File: src/rtl/cdec8_ctrl_pkg.sv
// Shared encodings for the CDEC8 control unit: bus codes, ALU ops, opcodes,
// state codes and the layout of the 17-bit control word.
package cdec8_ctrl_pkg;

  localparam logic [3:0] SRC_PC    = 4'h0;
  localparam logic [3:0] SRC_A     = 4'h1;
  localparam logic [3:0] SRC_B     = 4'h2;
  localparam logic [3:0] SRC_C     = 4'h3;
  localparam logic [3:0] SRC_R     = 4'h4;
  localparam logic [3:0] SRC_RDR   = 4'h5;
  localparam logic [3:0] SRC_FLG   = 4'h6;
  localparam logic [3:0] SRC_FF    = 4'h7;
  localparam logic [3:0] SRC_IPORT = 4'h8;
  localparam logic [3:0] SRC_NONE  = 4'hF;

  localparam logic [3:0] DST_PC    = 4'h0;
  localparam logic [3:0] DST_A     = 4'h1;
  localparam logic [3:0] DST_B     = 4'h2;
  localparam logic [3:0] DST_C     = 4'h3;
  localparam logic [3:0] DST_MAR   = 4'h4;
  localparam logic [3:0] DST_WDR   = 4'h5;
  localparam logic [3:0] DST_T     = 4'h6;
  localparam logic [3:0] DST_I     = 4'h7;
  localparam logic [3:0] DST_OPORT = 4'h8;
  localparam logic [3:0] DST_NONE  = 4'hF;

  localparam logic [1:0] MM_IDLE  = 2'b00;
  localparam logic [1:0] MM_READ  = 2'b10;
  localparam logic [1:0] MM_WRITE = 2'b01;

  localparam logic [4:0] ALU_THRX = 5'h00;
  localparam logic [4:0] ALU_ADD  = 5'h01;
  localparam logic [4:0] ALU_SUB  = 5'h03;
  localparam logic [4:0] ALU_AND  = 5'h05;
  localparam logic [4:0] ALU_OR   = 5'h06;
  localparam logic [4:0] ALU_XOR  = 5'h07;
  localparam logic [4:0] ALU_INC  = 5'h08;
  localparam logic [4:0] ALU_DEC  = 5'h09;

  typedef enum logic [3:0] {
    OP_NOP = 4'h0, OP_HALT = 4'h1, OP_LD  = 4'h2, OP_ST  = 4'h3,
    OP_ADD = 4'h4, OP_SUB  = 4'h5, OP_AND = 4'h6, OP_OR  = 4'h7,
    OP_XOR = 4'h8, OP_CMP  = 4'h9, OP_IN  = 4'hA, OP_OUT = 4'hB,
    OP_JMP = 4'hC, OP_JCC  = 4'hD, OP_INC = 4'hE, OP_DEC = 4'hF
  } op_e;

  typedef enum logic [7:0] {
    ST_IDLE = 8'h00, ST_F0 = 8'h01, ST_F1 = 8'h02, ST_F2 = 8'h03,
    ST_DEC  = 8'h04, ST_O0 = 8'h05, ST_O1 = 8'h06, ST_E0 = 8'h07,
    ST_E1   = 8'h08, ST_E2 = 8'h09, ST_HALT = 8'h0F
  } state_e;

  localparam int CTRL_W         = 17;
  localparam int CTRL_MMRW_LSB  = 15;
  localparam int CTRL_FWR       = 14;
  localparam int CTRL_RWR       = 13;
  localparam int CTRL_XDST_LSB  = 9;
  localparam int CTRL_ALUOP_LSB = 4;
  localparam int CTRL_XSRC_LSB  = 0;

  typedef struct packed {
    logic [1:0] mmrw;
    logic       fwr;
    logic       rwr;
    logic [3:0] xdst;
    logic [4:0] aluop;
    logic [3:0] xsrc;
  } ctrl_t;

  localparam ctrl_t CTRL_IDLE = '{mmrw: MM_IDLE, fwr: 1'b0, rwr: 1'b0,
                                  xdst: DST_NONE, aluop: ALU_THRX, xsrc: SRC_NONE};

  // Register field 00/01/10 selects A/B/C, which share their bus codes; 11 has no register.
  function automatic logic [3:0] reg_code(input logic [1:0] sel);
    return (sel == 2'b11) ? 4'hF : {2'b00, sel} + 4'h1;
  endfunction

  function automatic logic [4:0] alu_of(input op_e op);
    case (op)
      OP_ADD:         return ALU_ADD;
      OP_SUB, OP_CMP: return ALU_SUB;
      OP_AND:         return ALU_AND;
      OP_OR:          return ALU_OR;
      OP_XOR:         return ALU_XOR;
      OP_INC:         return ALU_INC;
      OP_DEC:         return ALU_DEC;
      default:        return ALU_THRX;
    endcase
  endfunction

  function automatic logic writes_rd(input op_e op);
    return op inside {OP_LD, OP_ADD, OP_SUB, OP_AND, OP_OR, OP_XOR, OP_IN, OP_INC, OP_DEC};
  endfunction

  function automatic logic jcc_taken(input logic [1:0] cc, input logic [2:0] szcy);
    case (cc)
      2'b00:   return szcy[1];
      2'b01:   return ~szcy[1];
      2'b10:   return szcy[0];
      default: return szcy[2];
    endcase
  endfunction

endpackage

File: src/rtl/cdec8_ctrl_dec.sv
// Moore control-word decode: (state, instruction) -> datapath control word.
module cdec8_ctrl_dec
  import cdec8_ctrl_pkg::*;
(
  input  state_e     i_state,
  input  logic [7:0] i_instr,
  output ctrl_t      o_ctrl
);

  op_e        w_op;
  logic [3:0] w_rd;
  logic [3:0] w_src;
  logic       w_null;

  always_comb begin
    w_op   = op_e'(i_instr[7:4]);
    w_rd   = reg_code(i_instr[3:2]);
    w_src  = (i_instr[1:0] == 2'b11) ? SRC_RDR : reg_code(i_instr[1:0]);
    // rd=11 has no register: xdst already decodes to F, flags must stay untouched too
    w_null = writes_rd(w_op) && (i_instr[3:2] == 2'b11);
    o_ctrl = CTRL_IDLE;
    unique case (i_state)
      ST_F0, ST_O0: begin
        o_ctrl.xsrc  = SRC_PC;
        o_ctrl.xdst  = DST_MAR;
        o_ctrl.aluop = ALU_INC;
        o_ctrl.rwr   = 1'b1;
      end
      ST_F1, ST_O1: begin
        o_ctrl.mmrw = MM_READ;
        o_ctrl.xsrc = SRC_R;
        o_ctrl.xdst = DST_PC;
      end
      ST_F2: begin
        o_ctrl.xsrc = SRC_RDR;
        o_ctrl.xdst = DST_I;
      end
      ST_E0: begin
        case (w_op)
          OP_LD:  begin o_ctrl.xsrc = w_src;     o_ctrl.xdst = w_rd;    end
          OP_ST:  begin o_ctrl.xsrc = SRC_RDR;   o_ctrl.xdst = DST_MAR; end
          OP_ADD, OP_SUB, OP_AND, OP_OR, OP_XOR, OP_CMP: begin
            o_ctrl.xsrc = w_src;
            o_ctrl.xdst = DST_T;
          end
          OP_IN:  begin o_ctrl.xsrc = SRC_IPORT; o_ctrl.xdst = w_rd;      end
          OP_OUT: begin o_ctrl.xsrc = w_rd;      o_ctrl.xdst = DST_OPORT; end
          OP_JMP, OP_JCC: begin o_ctrl.xsrc = SRC_RDR; o_ctrl.xdst = DST_PC; end
          OP_INC, OP_DEC: begin
            o_ctrl.xsrc  = w_rd;
            o_ctrl.aluop = alu_of(w_op);
            o_ctrl.rwr   = 1'b1;
            o_ctrl.fwr   = ~w_null;
          end
          default: ;
        endcase
      end
      ST_E1: begin
        case (w_op)
          OP_ST: begin o_ctrl.xsrc = w_rd; o_ctrl.xdst = DST_WDR; end
          OP_ADD, OP_SUB, OP_AND, OP_OR, OP_XOR, OP_CMP: begin
            o_ctrl.xsrc  = w_rd;
            o_ctrl.aluop = alu_of(w_op);
            o_ctrl.rwr   = 1'b1;
            o_ctrl.fwr   = ~w_null;
          end
          OP_INC, OP_DEC: begin o_ctrl.xsrc = SRC_R; o_ctrl.xdst = w_rd; end
          default: ;
        endcase
      end
      ST_E2: begin
        case (w_op)
          OP_ST: o_ctrl.mmrw = MM_WRITE;
          OP_ADD, OP_SUB, OP_AND, OP_OR, OP_XOR: begin
            o_ctrl.xsrc = SRC_R;
            o_ctrl.xdst = w_rd;
          end
          default: ;
        endcase
      end
      default: ;
    endcase
  end

endmodule

File: src/rtl/cdec8_ctrl.sv
// CDEC8 microsequencer: state register, instruction sequencing, Jcc latch.
//   state | meaning
//   IDLE  | waiting for run
//   F0-F2 | instruction fetch (PC->MAR/INC, read, RDR->I)
//   DEC   | decode, Jcc condition sampled
//   O0-O1 | immediate operand fetch
//   E0-E2 | execute steps
//   HALT  | stopped until reset
module cdec8_ctrl
  import cdec8_ctrl_pkg::*;
#(
  parameter logic [7:0] RESET_STATE = 8'h00
) (
  input  logic        clock,
  input  logic        reset,
  input  logic        run,
  input  logic [7:0]  I,
  input  logic [2:0]  SZCy,
  output logic [16:0] ctrl,
  output logic [7:0]  state,
  output logic        halted
);

  state_e r_state;
  logic   r_take;
  state_e w_next;
  state_e w_boundary;
  logic   w_take_nxt;
  logic   w_imm;
  op_e    w_op;
  ctrl_t  w_ctrl;

  always_ff @(posedge clock or posedge reset) begin
    if (reset) begin
      r_state <= state_e'(RESET_STATE);
      r_take  <= 1'b0;
    end else begin
      r_state <= w_next;
      r_take  <= w_take_nxt;
    end
  end

  always_comb begin
    w_op       = op_e'(I[7:4]);
    w_imm      = (I[1:0] == 2'b11);
    w_boundary = run ? ST_F0 : ST_IDLE;
    w_next     = r_state;
    w_take_nxt = r_take;
    case (r_state)
      ST_IDLE: if (run) w_next = ST_F0;
      ST_F0:   w_next = ST_F1;
      ST_F1:   w_next = ST_F2;
      ST_F2:   w_next = ST_DEC;
      ST_DEC: begin
        case (w_op)
          OP_NOP:  w_next = w_boundary;
          OP_HALT: w_next = ST_HALT;
          OP_LD, OP_ADD, OP_SUB, OP_AND, OP_OR, OP_XOR, OP_CMP:
            w_next = w_imm ? ST_O0 : ST_E0;
          OP_ST, OP_JMP: w_next = ST_O0;
          OP_JCC: begin
            w_next     = ST_O0;
            w_take_nxt = jcc_taken(I[1:0], SZCy);
          end
          default: w_next = ST_E0;
        endcase
      end
      ST_O0: w_next = ST_O1;
      ST_O1: begin
        // an untaken branch still consumes its operand byte, leaving PC+2
        if (w_op == OP_JCC && !r_take) w_next = w_boundary;
        else                           w_next = ST_E0;
      end
      ST_E0: begin
        if (w_op inside {OP_ST, OP_ADD, OP_SUB, OP_AND, OP_OR, OP_XOR, OP_CMP, OP_INC, OP_DEC})
          w_next = ST_E1;
        else
          w_next = w_boundary;
      end
      ST_E1: begin
        if (w_op inside {OP_ST, OP_ADD, OP_SUB, OP_AND, OP_OR, OP_XOR}) w_next = ST_E2;
        else                                                            w_next = w_boundary;
      end
      ST_E2:   w_next = w_boundary;
      ST_HALT: w_next = ST_HALT;
      default: w_next = ST_IDLE;
    endcase
  end

  cdec8_ctrl_dec u_dec (
    .i_state (r_state),
    .i_instr (I),
    .o_ctrl  (w_ctrl)
  );

  assign ctrl   = w_ctrl;
  assign state  = r_state;
  assign halted = (r_state == ST_HALT);

endmodule

File: config.mk
export PLATFORM = sky130hd
export DESIGN_NAME = cdec8_ctrl
export DESIGN_NICKNAME = d
export VERILOG_FILES = /design/src/rtl/cdec8_ctrl_pkg.sv /design/src/rtl/cdec8_ctrl_dec.sv /design/src/rtl/cdec8_ctrl.sv
export SDC_FILE = /design/constraint.sdc
export NUM_CORES = 1
export LEC_CHECK = 0
export ABC_AREA = 0
export BUFFER_PORTS_ARGS = -buffer_cell sky130_fd_sc_hd__buf_2
export CAP_MARGIN = 20
export CORE_ASPECT_RATIO = 0.9
export CORE_MARGIN = 2
export CORE_UTILIZATION = 45
export DETAILED_ROUTE_END_ITERATION = 10
export PLACE_DENSITY = 0.72
export SYNTH_ARGS = -nofsm -noshare
export SYNTH_HDL_FRONTEND = slang
export SYNTH_SLANG_ARGS = --single-unit
File: constraint.sdc
create_clock -name clock -period 2.3 [get_ports clock]
set_input_delay 0.23 -clock clock [delete_from_list [all_inputs] [get_ports clock]]
set_output_delay 0.23 -clock clock [all_outputs]
set_load 0.05 [all_outputs]
# After elaboration in Yosys (flattened, before gate mapping)
# Memory sizes are Yosys's and may differ from the RTL's.
# Cells that the tools add are included.
# classes
add_sub_neg	2
eq_ne	30
n_mux	28
bitwise	2
n_reduce_logical	21
# ops
operator	n
one-hot mux 8 bit (11 select lines)	1
one-hot mux 4 bit (6 select lines)	2
equality test 4 bit (second input constant)	8
equality test 8 x 3 -> 1 bit (second input constant)	4
one-hot mux 4 bit (4 select lines)	2
equality test 8 x 4 -> 1 bit (second input constant)	3
2-to-1 mux 4 bit	6
one-hot mux 4 bit (5 select lines)	1
nonzero test 9 bit	2
equality test 4 x 3 -> 1 bit (second input constant)	4
equality test 8 x 2 -> 1 bit (second input constant)	2
one-hot mux 4 bit (2 select lines)	2
one-hot mux 5 bit (3 select lines)	1
OR reduction 7 bit	2
2-to-1 mux 5 bit	2
OR reduction 2 bit	5
equality test 4 x 2 -> 1 bit (second input constant)	2
equality test 8 x 1 -> 1 bit (second input constant)	1
logical NOT 8 bit	1
2-to-1 mux 8 bit	1
adder 2 x 1 -> 3 bit (second input constant)	2
equality test 2 bit (second input constant)	3
2-to-1 mux 2 bit	3
one-hot mux 1 bit (3 select lines)	2
17 further kinds	21
# word_totals
register_bits	9
rom_bits	128
inputBits	14
output_inout_bits	26
elab_cells	87
n_memories	2
# memory_table
name	words	width	rd	rd_ports_with_merged_regs	wr	line_no	rtl
(no name shown)	16	4	1	0	0	cdec8_ctrl_pkg.sv:79	case (op)
(no name shown)	16	4	1	0	0	cdec8_ctrl_pkg.sv:79	

# Logic depth before layout (Yosys ltp)
# Gate-level depths: netlist (run 1).
# depth
word_depth	6
ltp_mapped	7

# By module
# Synthesis (run 1) repeated with hierarchy kept, for this count alone.
# unflattened
cells_unflattened	199
hier_area_um2	1348.8
# by_module_without_submodules
mod	n_inst	cells_each	area_each_um2	seq_area_each_um2
cdec8_ctrl_dec	1	122	777.0	0.0
cdec8_ctrl	1	77	571.8	125.1

# Least setup slack after synthesis (run 1)
# Ideal clock, no wire load.
# synth_timing
path_kind	register to output
startpoint	reg r_state[1] (netlist: state[1])
endpoint	out ctrl[10]
t_arrival_ns	3.040
required_ns	2.070
setup_slack_ns	-0.970
path_stages_with_launch	5
path_cell_list	dfrtp_1 -> clkbuf_1 -> or2_0 -> clkbuf_1 -> o311ai_0
# synth_between
elab_chain_cells	3
elab_cells_between_ends	11
# synth_rtl
item	line_no	rtl
from (decl)	cdec8_ctrl.sv:24	state_e r_state;
from (signal assigned)	cdec8_ctrl.sv:35	r_state <= state_e'(RESET_STATE);
from (signal assigned)	cdec8_ctrl.sv:38	r_state <= w_next;
equality test 8 x 2 -> 1 bit (tied with other cells)	cdec8_ctrl_dec.sv:22	unique case (i_state)
OR reduction 2 bit	cdec8_ctrl_dec.sv:22	
one-hot mux 4 bit (6 select lines) *	cdec8_ctrl_dec.sv:22	
to (decl)	cdec8_ctrl.sv:19	output logic [16:0] ctrl,
# Every way passes the cells marked *; elsewhere a longest branch is shown, timed or not.

# Final worst setup path (run 1)
# layout_timing
startpoint	reg r_state[1] (netlist: state[1])
endpoint	out ctrl[12]
# The elaborated chain is that of the path after synthesis.

==> results.py, run 1 <==
metrics = {
    "status": {
        "status": "complete, but fails checks",
        "violations": "DRC",
    },
    "place": {
        "placed_cells": 252,
        "placed_area_mm2": 0.00150,
        "port_buffers": 34,
        "gp_congestion": 0.957,
        "place_worst_setup_slack_ns": 0.195,
        "dp_hpwl_um": 3100,
    },
    "sta": {
        "max_freq_mhz": 446,
        "setup_tns_ns": 0,
        "whs_ns": 0.343,
        "finalWorstSetupSlack_ns": 0.0557,
        "setup_viol_count_final": 0,
        "fin_worst_skew_ns": 0.00199,
        "hold_viol_final": 0,
        "slew_violations": 0,
        "final.min_clock_period_ns": 2.24,
        "finalCritPeriodShare_pct": 97.6,
    },
    "synthesis": {
        "synthAdderAreaFrac_pct": 4.12,
        "synth_compound_area_share_pct": 37.3,
        "synth-simple-area-share_pct": 36.0,
        "netlist_top_cells_area": "dfrtp_1, o21ai_0, nand2_1, nor2_1, a21oi_1",
        "synthMuxAreaShare_pct": 0.928,
        "synth_top_area_share_pct": 10.3,
        "seq_area_frac_synth_pct": 10.3,
        "yosys_warnings": 0,
        "synth.distinct_cells": 51,
        "yosys.area_share.xor_xnor_pct": 0.722,
        "synth_top_family_by_area": "compound AO/OA/AOI/OAI gates",
        "synth_area_mm2": 0.00121,
        "synth-edff-count": 0,
        "yosysTopAreaCell": "dfrtp_1",
        "synth_flop_cell": "dfrtp_1",
        "syn_inst": 192,
        "ys_ff_latch": 5,
        "async_flop_share_pct": 100,
        "yosysMostFrequentCell": "nand2_1",
        "synth_commonest_cells": "nand2_1, nor2_1, o21ai_0",
        "avgSynthCellArea_um2": 6.32,
    },
    "worst_setup_path": {
        "startpoint": "state[1]",
        "rrSetupSlack_ns": 0.57,
        "arrival_ns": 2.01,
        "crit_path_end": "ctrl[12]",
        "r2r_end": "r_take",
        "start_kind": "register",
        "rr_worst_depth": 5,
        "critical_path_class": "reg2out",
        "reg2reg_from": "state[3]",
        "cp_max_fo": 6,
        "crit_required_ns": 2.07,
        "worst_setup_path_end_kind": "output pin",
    },
    "clock_tree": {
        "cts.path.max_buffers": 2,
        "cts_sinks": 5,
        "cts_root_buffer": "clkbuf_4",
        "clk_latency_ns": 0.24,
        "clk_pin_slew_ns": 0.05,
        "htree_levels": 1,
        "cts_tree": "built",
        "numCtsBuffers": 3,
    },
    "layout": {
        "drive_above_1_share_pct": 33.3,
        "nNetsFinal": 256,
        "antenna_cells": 0,
        "fillers": 222,
        "final_area_mm2": 0.00163,
        "area_delta_synth_final_pct": 33.9,
        "final_cells": 265,
    },
    "floorplan": {
        "rows": 17,
        "core-area_mm2": 0.00251,
        "io_pins": 40,
        "start_util_pct": 48.4,
        "floorplan.die.width_um": 58.7,
        "die_h_um": 53.3,
        "die_area_mm2": 0.00313,
    },
    "routing": {
        "dr.first_iter.drc_count": 144,
        "avgRoutedWirePerCell_um": 16.3,
        "drc_errors": 2,
        "first_pass_iters": 8,
        "ant_nets": 0,
        "vias_per_cell": 6.46,
        "postRouteWirelength_um": 4320,
        "vias": 1713,
    },
    "pwr": {
        "pwr-share-seq_pct": 9.3,
        "p_sw_share_pct": 64.0,
        "switchingPower_mw": 1.50,
        "power.share.clock_pct": 4.5,
        "power_frac_comb_pct": 86.2,
        "p_per_area_mw_per_mm2": 1440,
        "internal-power_mw": 0.844,
        "power_leakage_nw": 0.719,
        "peakVddDrop_mv": 1.13,
    },
    "grt": {
        "grt_pass1_wl_um": 6670,
        "antenna_found_initial": 0,
        "grt_max_degree": 28,
        "grt_overflow_total": 0,
        "grt_pass1_vias": 1451,
        "grt_usage_pct": 27.3,
    },
    "run": {
        "cap_violations": 0,
    },
    "worst_hold_path": {
        "min_path_type": "in2reg",
    },
}
==> logic make-up after synthesis <==
kind of cell / after synthesis
AO/OA/AOI/OAI: 69
XOR/XNOR: 1
adder cells (fa/ha/maj): 4
buffers and inverters: 26
flip-flops: 5
multiplexers: 1
other: 1
AND/OR/NAND/NOR: 85
==> power by group through the flow <==
stage	combinational, mW	sequential, mW	clock [mW]
3_5_place_dp	1.81	0.223	0
5_1_grt	2.13	0.223	0.114
4_1_cts	1.83	0.224	0.106
2_1_floorplan	1.35	0.279	0
6_report	2.02	0.219	0.105
3_3_place_gp	1.80	0.216	0
==> metrics by stage <==
| stage | utilization, % | power [mW] |
|---|---|---|
| final | 64.8 | 2.34 |
| after global routing | 64.8 | 2.47 |
| after CTS | 61.2 | 2.16 |
| after detailed placement | 59.6 | 2.04 |
| after global placement | 59.6 | 2.02 |
| after floorplan | - | 1.62 |
==> final cells by class <==
cell class | count | area (um2) | area share (%)
inverters | 5 | 18.8 | 1.15
multi-input cells | 165 | 1040 | 64.1
clock buffers | 4 | 26.3 | 1.62
flip-flops and latches | 5 | 130 | 8.01
well taps | 28 | 35.0 | 2.16
repair buffers | 58 | 373 | 22.9
==> registers in the layout, indices dropped and copies added (netlist names) <==
register / count
state: 4
r_take: 1
==> critical path, stage by stage, from the launching register on <==
cell	delay, ns
dfrtp_2	0.45
or2_4	0.29
a21oi_4	0.18
o21ai_1	0.11
or4_4	0.54
buf_4	0.20
==> routing by layer <==
metal / global-route usage (%) / part of all wire, % / up-vias
met5: 0 / 0 / -
met4: 3.79 / 1.7 / 0
met3: 6.60 / 12 / 16
met2: 45.4 / 48 / 128
met1: 36.5 / 39 / 791
li1: - / - / 778
==> cell usage in the layout, fill, tap and decap left out, types with 2 or more instances in the layout <==
cell / count
nor2_1: 18
o22ai_1: 4
a22oi_1: 2
dfrtp_2: 4
a21oi_4: 2
a21boi_0: 3
o21ai_0: 18
a32oi_1: 2
nand2b_1: 7
nand2_1: 23
o2bb2ai_1: 2
a21o_1: 2
a31oi_1: 2
nand4b_1: 3
conb_1: 5
nand3_1: 3
or2_2: 2
o21ai_1: 2
o221ai_1: 2
buf_2: 31
and2_1: 2
nor2b_1: 6
ha_1: 4
a21oi_1: 12
inv_1: 5
clkbuf_4: 5
nand3b_1: 3
buf_4: 23
o31ai_1: 2
nor3b_1: 2
and3_1: 2
nor3_1: 6
==> repair_timing <==
action,CTS,global route
endpoints found under the hold margin,5,0
setup buffers,0,8
hold buffers,1,0
gates resized for setup,2,8
pin swaps,0,0
setup endpoints to repair,1,6
==> worst min-delay path by stage <==
| stage | from | endpoint | depth (start not counted) |
|---|---|---|---|
| after floorplan | reset | r_take | 1 |
| final | SZCy[2] | r_take | 4 |
| after global placement | reset | state[0] | 2 |
| after detailed placement | reset | state[0] | 2 |
| after global routing | SZCy[2] | r_take | 4 |
| after CTS | SZCy[2] | r_take | 4 |
(Power assumes the default switching activity.)
==> run 2: changes to the inputs <==
CORE_MARGIN = unset   (was 2)
REMOVE_ABC_BUFFERS = 1   (was unset)
==> run 2 against run 1 <==
The flow still finishes with violations (DRC). Worst setup slack gained 0.020 ns. Sequential power shrank 11%. Via count shrank 7.9%. Clock power grew 4%. Worst hold slack lost 0.013 ns. Wire length shrank 9.8%. Sequential share of layout area grew 0.47 points. Count of clock-buffer cells in the layout is the same. Largest power group unchanged. Highest routed layer unchanged.
==> results.py, run 2 (synthesis results as in run 1) <==
metrics = {
    "layout": {
        "area_delta_synth_final_pct": 24.1,
        "mostFrequentLayoutCell": "buf_2",
        "final_cell_mix": "buf_2, nand2_1, o21ai_0, nor2_1, buf_4",
        "largest_reg_flops": 4,
        "antenna_cells": 0,
        "nNetsFinal": 249,
        "drive_above_1_share_pct": 27.4,
        "fin_util_pct": 60.0,
        "final_area_mm2": 0.00151,
    },
    "worst_hold_path": {
        "min_path_type": "in2reg",
    },
    "grt": {
        "grt_pass1_vias": 1440,
        "grt_usage_pct": 29.9,
        "grt_overflow_total": 0,
        "grt_max_degree": 28,
        "grt_pass1_wl_um": 6600,
        "antenna_found_initial": 0,
    },
    "clock_tree": {
        "cts_sinks": 5,
        "cts.path.max_buffers": 2,
        "clk_pin_slew_ns": 0.05,
        "clk_latency_ns": 0.25,
        "htree_levels": 1,
        "numCtsBuffers": 3,
        "cts_tree": "built",
        "cts_root_buffer": "clkbuf_4",
    },
    "sta": {
        "slew_violations": 0,
        "fin_worst_skew_ns": 0.00163,
        "finalWorstSetupSlack_ns": 0.0753,
        "setup_tns_ns": 0,
        "hold_viol_final": 0,
        "final.min_clock_period_ns": 2.22,
        "setup_viol_count_final": 0,
        "rsz0062_at_grt": "false",
        "whs_ns": 0.331,
        "finalCritPeriodShare_pct": 96.7,
        "max_freq_mhz": 449,
    },
    "routing": {
        "postRouteWirelength_um": 3900,
        "first_pass_iters": 8,
        "ant_nets": 0,
        "dr.first_iter.drc_count": 96,
        "vias": 1578,
        "avgRoutedWirePerCell_um": 15.1,
        "vias_per_cell": 6.12,
        "drc_errors": 6,
    },
    "status": {
        "violations": "DRC",
        "status": "complete, but fails checks",
    },
    "pwr": {
        "p_per_area_mw_per_mm2": 1450,
        "power_leakage_nw": 0.679,
        "peakVddDrop_mv": 0.879,
    },
    "worst_setup_path": {
        "start_kind": "register",
        "crit_required_ns": 2.07,
        "cp_max_fo": 10,
        "arrival_ns": 1.99,
        "worst_setup_path_end_kind": "output pin",
        "critical_path_class": "reg2out",
    },
    "floorplan": {
        "core-area_mm2": 0.00251,
        "io_pins": 40,
        "die_h_um": 51.3,
        "start_util_pct": 48.4,
        "floorplan.die.width_um": 56.7,
        "die_area_mm2": 0.00291,
        "rows": 17,
    },
    "place": {
        "port_buffers": 34,
        "dp_hpwl_um": 2930,
        "placed_area_mm2": 0.00144,
        "gp_congestion": 0.959,
        "place_worst_setup_slack_ns": 0.260,
    },
    "run": {
        "cap_violations": 0,
    },
}
[run 2: changes by cell type in the layout (fill, tap and decap cells not counted), sizes merged]
cell  delta
buf      -7
[run 2: worst paths after layout]
| check | start | to | slack (ns) | depth (start not counted) |
|---|---|---|---|---|
| min | SZCy[2] | r_take | 0.33 | 4 |
| min reg2reg | r_take | r_take | 0.51 | 1 |
| max reg2reg | state[1] | state[0] | 0.66 | 8 |
| max in group asynchronous | reset | state[0] | 1.68 | 3 |
| max | state[3] | ctrl[4] | 0.08 | 4 |
| min in group asynchronous | reset | state[1] | 0.42 | 3 |
[run 2: critical path, stage by stage, from the launching register on]
cell and delay [ns]:
dfrtp_2 0.48, nand2b_1 0.24, or2_2 0.38, o32ai_1 0.35
clkbuf_4 0.30
[run 2: repair_timing]
action,in CTS,in global routing
resized for setup,0,12
endpoints found under the hold margin,5,0
hold buffers,1,0
buffers inserted,0,1
endpoints found under the setup margin,0,10
[run 2: per-stage QoR]
stage,std cells,power [mW]
floorplan,175,1.51
global placement,252,1.99
detailed placement,252,1.99
CTS,257,2.11
global route,258,2.33
finish,258,2.18
[run 2: metal layers]
layer | share of wire [%] | GRT usage [%]
met1 | 44 | 35.1
met2 | 46 | 49.0
met3 | 7.8 | 6.58
met4 | 2.4 | 20.3
met5 | 0 | 0
[run 2: final cells by class]
cell class / count / area (um2)
fillers: 252 / 1000
multi-input cells: 165 / 988
repair buffers: 51 / 310
flip-flops and latches: 5 / 128
well taps: 28 / 35.0
clock buffers: 4 / 26.3
inverters: 5 / 18.8
[run 2: power breakdown]
group	switching, mW	total, mW	leakage, nW	internal [mW]
Sequential	0.0614	0.194	0.0601	0.133
Combinational	1.34	1.88	0.604	0.544
Clock	0.0429	0.109	0.0150	0.0660
Total	1.44	2.18	0.679	0.743
